File: src/rtl/nibble_serial_addsub.sv
// Nibble-serial 16-bit adder/subtractor.
// One 4-bit carry-lookahead slice per clock, LSB slice first.
module nibble_serial_addsub #(
    parameter int WIDTH = 16,
    parameter int SLICE = 4
) (
    input  logic             clk,
    input  logic             rst_n,
    input  logic             start,
    input  logic             op,
    input  logic [WIDTH-1:0] a,
    input  logic [WIDTH-1:0] b,
    input  logic             cin,
    output logic             busy,
    output logic             done,
    output logic [WIDTH-1:0] sum,
    output logic             cout,
    output logic             ovf
);

    typedef enum logic [1:0] {
        IDLE = 2'd0,
        RUN  = 2'd1,
        DONE = 2'd2
    } state_t;

    localparam int ACC_W = WIDTH - SLICE;

    state_t             state_q, state_d;
    logic [1:0]         cnt_q, cnt_d;
    logic [WIDTH-1:0]   a_q, a_d;
    logic [WIDTH-1:0]   b_q, b_d;
    logic               carry_q, carry_d;
    logic [ACC_W-1:0]   acc_q, acc_d;
    logic [WIDTH-1:0]   sum_q, sum_d;
    logic               cout_q, cout_d;
    logic               ovf_q, ovf_d;

    logic [SLICE-1:0]   sl_a;
    logic [SLICE-1:0]   sl_b;
    logic [SLICE-1:0]   sl_g;
    logic [SLICE-1:0]   sl_p;
    logic [SLICE-1:0]   sl_c;
    logic               sl_cout;
    logic [SLICE-1:0]   sl_sum;

    // Pick the operand nibble addressed by the slice counter.
    always_comb begin
        sl_a = a_q[3:0];
        sl_b = b_q[3:0];
        unique case (cnt_q)
            2'd0: begin
                sl_a = a_q[3:0];
                sl_b = b_q[3:0];
            end
            2'd1: begin
                sl_a = a_q[7:4];
                sl_b = b_q[7:4];
            end
            2'd2: begin
                sl_a = a_q[11:8];
                sl_b = b_q[11:8];
            end
            2'd3: begin
                sl_a = a_q[15:12];
                sl_b = b_q[15:12];
            end
            default: begin
                sl_a = a_q[3:0];
                sl_b = b_q[3:0];
            end
        endcase
    end

    // 4-bit carry-lookahead slice; sl_c[3] is the carry into the slice MSB.
    always_comb begin
        sl_g = sl_a & sl_b;
        sl_p = sl_a ^ sl_b;
        sl_c[0] = carry_q;
        sl_c[1] = sl_g[0]
                | (sl_p[0] & carry_q);
        sl_c[2] = sl_g[1]
                | (sl_p[1] & sl_g[0])
                | (sl_p[1] & sl_p[0] & carry_q);
        sl_c[3] = sl_g[2]
                | (sl_p[2] & sl_g[1])
                | (sl_p[2] & sl_p[1] & sl_g[0])
                | (sl_p[2] & sl_p[1] & sl_p[0] & carry_q);
        sl_cout = sl_g[3]
                | (sl_p[3] & sl_g[2])
                | (sl_p[3] & sl_p[2] & sl_g[1])
                | (sl_p[3] & sl_p[2] & sl_p[1] & sl_g[0])
                | (sl_p[3] & sl_p[2] & sl_p[1] & sl_p[0] & carry_q);
        sl_sum = sl_p ^ sl_c;
    end

    // Next-state, operand capture, slice accumulation and result load.
    always_comb begin
        state_d = state_q;
        cnt_d   = cnt_q;
        a_d     = a_q;
        b_d     = b_q;
        carry_d = carry_q;
        acc_d   = acc_q;
        sum_d   = sum_q;
        cout_d  = cout_q;
        ovf_d   = ovf_q;
        unique case (state_q)
            IDLE, DONE: begin
                if (start) begin
                    state_d = RUN;
                    cnt_d   = 2'd0;
                    a_d     = a;
                    // Subtract is a + ~b + ~cin in the same adder.
                    b_d     = op ? ~b : b;
                    carry_d = op ? ~cin : cin;
                end else begin
                    state_d = IDLE;
                end
            end
            RUN: begin
                carry_d = sl_cout;
                cnt_d   = cnt_q + 2'd1;
                unique case (cnt_q)
                    2'd0: acc_d[3:0]  = sl_sum;
                    2'd1: acc_d[7:4]  = sl_sum;
                    2'd2: acc_d[11:8] = sl_sum;
                    2'd3: begin
                        // Top slice goes straight to the result with flags.
                        state_d = DONE;
                        sum_d   = {sl_sum, acc_q};
                        cout_d  = sl_cout;
                        ovf_d   = sl_c[3] ^ sl_cout;
                    end
                    default: acc_d = acc_q;
                endcase
            end
            default: begin
                state_d = IDLE;
            end
        endcase
    end

    // State and datapath registers with asynchronous clear.
    always_ff @(posedge clk or negedge rst_n) begin
        if (!rst_n) begin
            state_q <= IDLE;
            cnt_q   <= 2'd0;
            a_q     <= '0;
            b_q     <= '0;
            carry_q <= 1'b0;
            acc_q   <= '0;
            sum_q   <= '0;
            cout_q  <= 1'b0;
            ovf_q   <= 1'b0;
        end else begin
            state_q <= state_d;
            cnt_q   <= cnt_d;
            a_q     <= a_d;
            b_q     <= b_d;
            carry_q <= carry_d;
            acc_q   <= acc_d;
            sum_q   <= sum_d;
            cout_q  <= cout_d;
            ovf_q   <= ovf_d;
        end
    end

    assign busy = (state_q == RUN);
    assign done = (state_q == DONE);
    assign sum  = sum_q;
    assign cout = cout_q;
    assign ovf  = ovf_q;

endmodule

File: config.mk
export PLATFORM = sky130hd
export DESIGN_NAME = nibble_serial_addsub
export DESIGN_NICKNAME = d
export VERILOG_FILES = /design/src/rtl/nibble_serial_addsub.sv
export SDC_FILE = /design/constraint.sdc
export NUM_CORES = 1
export LEC_CHECK = 0
export ABC_AREA = 0
export CORE_MARGIN = 8
export CORE_UTILIZATION = 41
export DETAILED_ROUTE_END_ITERATION = 10
export PLACE_DENSITY_LB_ADDON = 0.1
export SYNTH_ARGS = -nofsm -noshare
export SYNTH_HDL_FRONTEND = slang
export SYNTH_SLANG_ARGS = --single-unit
File: constraint.sdc
create_clock -name clk -period 5.1 [get_ports clk]
set_input_delay 1.275 -clock clk [delete_from_list [all_inputs] [get_ports clk]]
set_output_delay 1.275 -clock clk [all_outputs]
set_load 0.01 [all_outputs]
==> Yosys cells after proc, flatten, opt, wreduce, memory -nomap -nowiden <==
Cells that the tools add are included.
{ "op_classes": {"addsub": 1, "magnitude_cmp": 0, "reduce_logical": 10, "n_mul": 0, "muxes": 11, "n_shift": 0, "div_mod_pow": 0, "n_bitwise": 32, "n_eq_ne": 7} }
{ "ops": {"columns": ["cell", "count"], "rows": [
  ["4-bit one-hot mux with 4 select lines", 2],
  ["1-bit AND", 16],
  ["16-bit 2-to-1 mux", 1],
  ["16-bit NOT", 1],
  ["2-bit AND reduction", 6],
  ["1-bit bitwise OR", 10],
  ["2-bit one-hot mux with 2 select lines", 2],
  ["4-bit XOR", 2],
  ["2-bit equality test, second input constant", 3],
  ["4-bit AND", 1],
  ["2-bit by 1-bit equality test with 1-bit output, second input constant", 2],
  ["2-bit zero test", 2],
  ["2-bit 2-to-1 mux", 2],
  ["1-bit 2-to-1 mux", 3],
  ["2-bit by 1-bit adder with 2-bit output, second input constant", 1],
  ["2-bit by 1-bit inequality test with 1-bit output, second input constant", 1],
  ["2-bit inequality test, second input constant", 1],
  ["1-bit one-hot mux with 2 select lines", 1],
  ["2-bit nonzero test", 1],
  ["2-bit OR reduction", 1],
  ["1-bit NOT", 1],
  ["1-bit XOR", 1]
]} }
{ "word_totals": {"rom_bits": 0, "mem_count": 0, "in_bits": 37, "latchBits": 0, "wordCells": 72, "out_inout_bits": 20, "reg_bits": 67, "ram_bits": 0} }

==> Longest topological paths before layout <==
{ "logic_depth": {"ltp_word": 9, "ltp_mapped": 10} }

==> Worst setup path after synthesis <==
Ideal clock, no wire load.
{ "synth_timing": {"kind": "register -> register", "from": "register cnt_q[0]", "to": "register acc_q[2]", "setup_time_ps": 132, "setup_slack_ps": 2647, "arrival_ps": 2321, "synth_period_minus_slack_ps": 2453, "stages_incl_launch_ff": 9, "required_time_ps": 4968, "path_cell_list": "dfrtp_1 inv_1 ha_1 clkbuf_1 mux2i_1 ha_1 a211o_2 a21oi_1 o31ai_1"} }
{ "synth_via": {"elab_chain_cells": 7, "elab_cells_between_ends": 15, "cone_classes": "eq/ne (3); mux (2); bitwise (8); reduce/logical (2)"} }
{ "synth_lines": {"columns": ["element", "line_no", "source"], "rows": [
  ["from (decl)", "30", "logic [1:0] cnt_q, cnt_d;"],
  ["from (signal assigned)", "158", "cnt_q <= cnt_d;"],
  ["2-bit equality test (tied with other cells)", "51", "unique case (cnt_q)"],
  ["4-bit one-hot mux with 4 select lines", "51", null],
  ["4-bit XOR / 4-bit AND (equally long branches)", "78, 77", null],
  ["1-bit AND (on tied branches)", "83, 84", null],
  ["1-bit bitwise OR / 1-bit AND (equally long branches)", "83, 84", null],
  ["1-bit bitwise OR", "84", "| (sl_p[1] & sl_p[0] & carry_q);"],
  ["4-bit XOR", "94", "sl_sum = sl_p ^ sl_c;"],
  ["to (signal assigned)", "152", "acc_q <= '0;"],
  ["to (signal assigned)", "162", "acc_q <= acc_d;"],
  ["to (decl)", "34", "logic [ACC_W-1:0] acc_q, acc_d;"]
]} }
Parallel ways exist; a longest one is shown, timed or not.
A chain may end at the register's enable or synchronous reset.

==> Final worst setup path <==
{ "layout_timing": {"from": "register state_q[0]", "to": "output busy"} }
{ "layout_via": {"elab_chain_cells": 1} }
{ "layout_lines": {"columns": ["element", "line_no", "source"], "rows": [
  ["from (decl)", "29", "state_t state_q, state_d;"],
  ["from (signal assigned)", "157", "state_q <= state_d;"],
  ["2-bit by 1-bit equality test with 1-bit output", "169", "assign busy = (state_q == RUN);"],
  ["to (decl)", "14", "output logic busy,"]
]} }
Every way passes these cells.

==> run summary <==
- clock tree from TritonCTS: yes
- CTS clk-pin slew, worst paths: 70 ps
- post-synthesis simple-gate area fraction: 13.9%
- DRC violations left: 0
- worst setup path start: state_q[0]$_DFFE_PN0P_
- cell-by-cell listing of the critical path: or2b_1, inv_1, clkdlybuf4s50_1
- required arrival time at the worst endpoint: 3830 ps
- largest stage delay on the critical path: 600 ps
- yosys synthesis warning count: 0
- total wire length: 7000 um
- number of antenna violations at the first check in global routing: 0
- post-synth cell types: 41
- GRT Residual Overflow: 0
- launching element type of the critical path: flop
- horizontal extent of the die: 106 um
- highest clock rate: 302 MHz
- layout overhead on the synthesized area: 23.9%
- aggregate global-route resource usage: 13.2%
- vias in the first global route: 2380
- most common cell after layout, fill and taps aside: sky130_fd_sc_hd__dfrtp_1
- Final Max Slew Viols: 0
- RSZ-0062 raised after global routing: false
- pwr/cell area: 709 nW/um^2
- number of filler instances in the final layout: 798
- top flip-flop cell by instance count after synthesis: sky130_fd_sc_hd__dfrtp_1
- final setup violation count: 0
- # clock sinks: 67
- last weighted congestion value of the routability-driven placer: 0.773
- worst hold-check path type: reg2reg
- Detail Route Antenna Nets: 0
- Post-CTS Hold Buffers: 0
- via/cell ratio: 4.89
- Crit path arrival time: 2040 ps
- detailed-route wire length per cell: 15.1 um
- transition time at the pin with the least slew margin: 918 ps
- Synth Instances: 302
- share of synthesized registers carrying an async set or reset: 100%
- share of Yosys cell area claimed by the top area cell type: 50.5%
- top-level port count: 57
- largest cells by area after synthesis: sky130_fd_sc_hd__dfrtp_1, sky130_fd_sc_hd__nand2_1, sky130_fd_sc_hd__mux2_2, sky130_fd_sc_hd__mux2i_1, sky130_fd_sc_hd__xnor2_1
- Critical Setup Path Class: reg2out
- share of the cycle needed by the critical path after routing: 65.0%
- final layout net count: 399
- commonest cells after routing, fill and taps aside: sky130_fd_sc_hd__dfrtp_1, sky130_fd_sc_hd__nand2_1, sky130_fd_sc_hd__clkdlybuf4s50_1
- post-synthesis compound-gate area fraction: 10.2%
- post-CTS setup buffer count: 0
- Post-synth EDFFs: 0
- cell taking the most area after synthesis: sky130_fd_sc_hd__dfrtp_1
- Synth Register Bits: 67
- post-layout minimum cycle time: 3310 ps
- Avg Synthesized Cell Area: 11.0 um^2
- Clock Tree Buf Depth: 2
- first-pass GRT wire length: 11700 um
- die extent in y: 106 um
- multiplexer share of the synthesized area: 11.0%
- Synth Area in XOR/XNOR: 4.75%
- Static Leakage: 1.88 nW
- worst-path maximum fanout: 9
- total half-perimeter wirelength after legalization and detailed placement: 4990 um
- Layout Utilization: 51.1%
- Detailed Routing Iterations Pass 1: 4
- Gates resized, CTS repair: 0
- Post-Route Skew: 6.85 ps
- Hold Fails Final Rpt: 0
- final standard cell count with taps included and fillers excluded: 462
- post-synth design cell area: 3320 um^2
- # Max-Cap Violations: 0
- final hold slack: 466 ps
- register area share after synthesis: 50.5%
- count of input and output buffers: 56
- vias: 2257
- net count of the mapped netlist: 349
- worst voltage drop across the vdd grid: 0.000297 V
- buffer type at the clock tree root: sky130_fd_sc_hd__clkbuf_8
- standard-cell rows: 33
- worst slew slack as a fraction of its limit: 38.6%
- hold path start: acc_q[1]$_DFFE_PN0P_
- # placed instances: 446
- Starting Density: 41.2%
- CTS buffer count: 9
- Setup Total Neg Slack: 0 ps
- ratio of cells with drive above 1 in the final layout: 12.3%
- outcome: finished clean
- count of antenna diodes in the layout: 0
- initial detailed-routing violation count: 95
- category of the worst setup path capture point: primary output
- cell type of the slowest stage on the worst timing path: sky130_fd_sc_hd__dfrtp_1
- adder-cell share of the synthesized area: 4.00%
- pin count of the biggest net entering global routing: 52
- dominant combinational cell family by area after synthesis: simple AND/OR/NAND/NOR gates
- worst r2r src: cnt_q[0]$_DFFE_PN0P_
- die area: 11200 um^2
- CTS HTree Levels: 3
- clock insertion delay at the later pin of the skew report: 340 ps
- core area: 8050 um^2
## kinds of logic after synthesis
family,after synthesis
AO/OA/AOI/OAI,48
flip-flops,67
adder cells (fa/ha/maj),10
buffers and inverters,31
multiplexers,34
AND/OR/NAND/NOR,94
XOR/XNOR,18
## synthesized netlist by cell type (2+ instances only)
master / count
sky130_fd_sc_hd__xor2_1: 5
sky130_fd_sc_hd__a21oi_1: 6
sky130_fd_sc_hd__nor2b_1: 3
sky130_fd_sc_hd__or4_1: 4
sky130_fd_sc_hd__buf_2: 5
sky130_fd_sc_hd__buf_4: 2
sky130_fd_sc_hd__a222oi_1: 8
sky130_fd_sc_hd__nor2_1: 6
sky130_fd_sc_hd__o2111ai_1: 4
sky130_fd_sc_hd__mux2i_1: 15
sky130_fd_sc_hd__buf_6: 6
sky130_fd_sc_hd__nand3_1: 7
sky130_fd_sc_hd__ha_1: 9
sky130_fd_sc_hd__nand3b_4: 2
sky130_fd_sc_hd__o31ai_1: 4
sky130_fd_sc_hd__inv_1: 13
sky130_fd_sc_hd__mux2_2: 18
sky130_fd_sc_hd__dfrtp_1: 67
sky130_fd_sc_hd__xnor2_1: 13
sky130_fd_sc_hd__clkbuf_1: 3
sky130_fd_sc_hd__o21ai_0: 19
sky130_fd_sc_hd__nand3b_2: 2
sky130_fd_sc_hd__nand2_1: 63
## layout make-up
cell class / instances / area [um^2] / share of cell area (%)
flip-flops and latches: 67 / 1680 / 40.8
multi-input cells: 204 / 1450 / 35.3
repair buffers: 57 / 563 / 13.7
clock buffers: 11 / 141 / 3.44
well taps: 105 / 131 / 3.19
clock inverters: 5 / 100 / 2.43
inverters: 13 / 48.8 / 1.19
## through the flow
| step | power [mW] | area, um^2 | setup slack (ps) |
|---|---|---|---|
| floorplan | 2.01 | 3320 | 2650 |
| global placement | 2.39 | 3870 | 2060 |
| detailed placement | 2.42 | 3870 | 2030 |
| CTS | 2.97 | 4110 | 1760 |
| global route | 3.15 | 4110 | 1680 |
| finish | 2.92 | 4110 | 1790 |
## registers in the layout, indices dropped and copies added, names as in the netlist
register  flops
acc_q        12
ovf           1
a_q          16
b_q          16
cout          1
sum          16
state_q       2
cnt_q         2
carry_q       1
## per-layer routing
| metal | global-route usage, % | wire length [um] | vias up |
|---|---|---|---|
| li1 | - | - | 1140 |
| met1 | 16.0 | 3200 | 1063 |
| met2 | 21.0 | 3340 | 45 |
| met3 | 4.54 | 343 | 9 |
| met4 | 5.43 | 104 | 0 |
| met5 | 0 | 0 | - |
## power by group
group | leakage [nW] | total [mW] | switching [mW] | internal, mW
clock | 0.123 | 0.536 | 0.199 | 0.337
combinational | 0.941 | 1.44 | 0.801 | 0.638
sequential | 0.818 | 0.941 | 0.152 | 0.789
total | 1.88 | 2.92 | 1.15 | 1.76
## worst max-delay path, delay by kind of cell, from the launching register on
family | cells | cell delay [ps]
buffers and inverters | 2 | 770
DFF | 1 | 600
and+or+nand+nor | 1 | 320
## worst paths after layout
| kind | end | slack, ps | cells after the start |
|---|---|---|---|
| worst max register to register | acc_q[6]$_DFFE_PN0P_ | 2260 | 8 |
| max in group asynchronous | a_q[9]$_DFFE_PN0P_ | 3170 | 2 |
| min in group asynchronous | sum[15]$_DFFE_PN0P_ | 980 | 1 |
| worst max-delay path | busy | 1790 | 3 |
| worst min register to register | sum[1]$_DFFE_PN0P_ | 470 | 2 |
| worst min-delay path | sum[1]$_DFFE_PN0P_ | 470 | 2 |
Note: power is estimated with default switching activity, not from simulation.
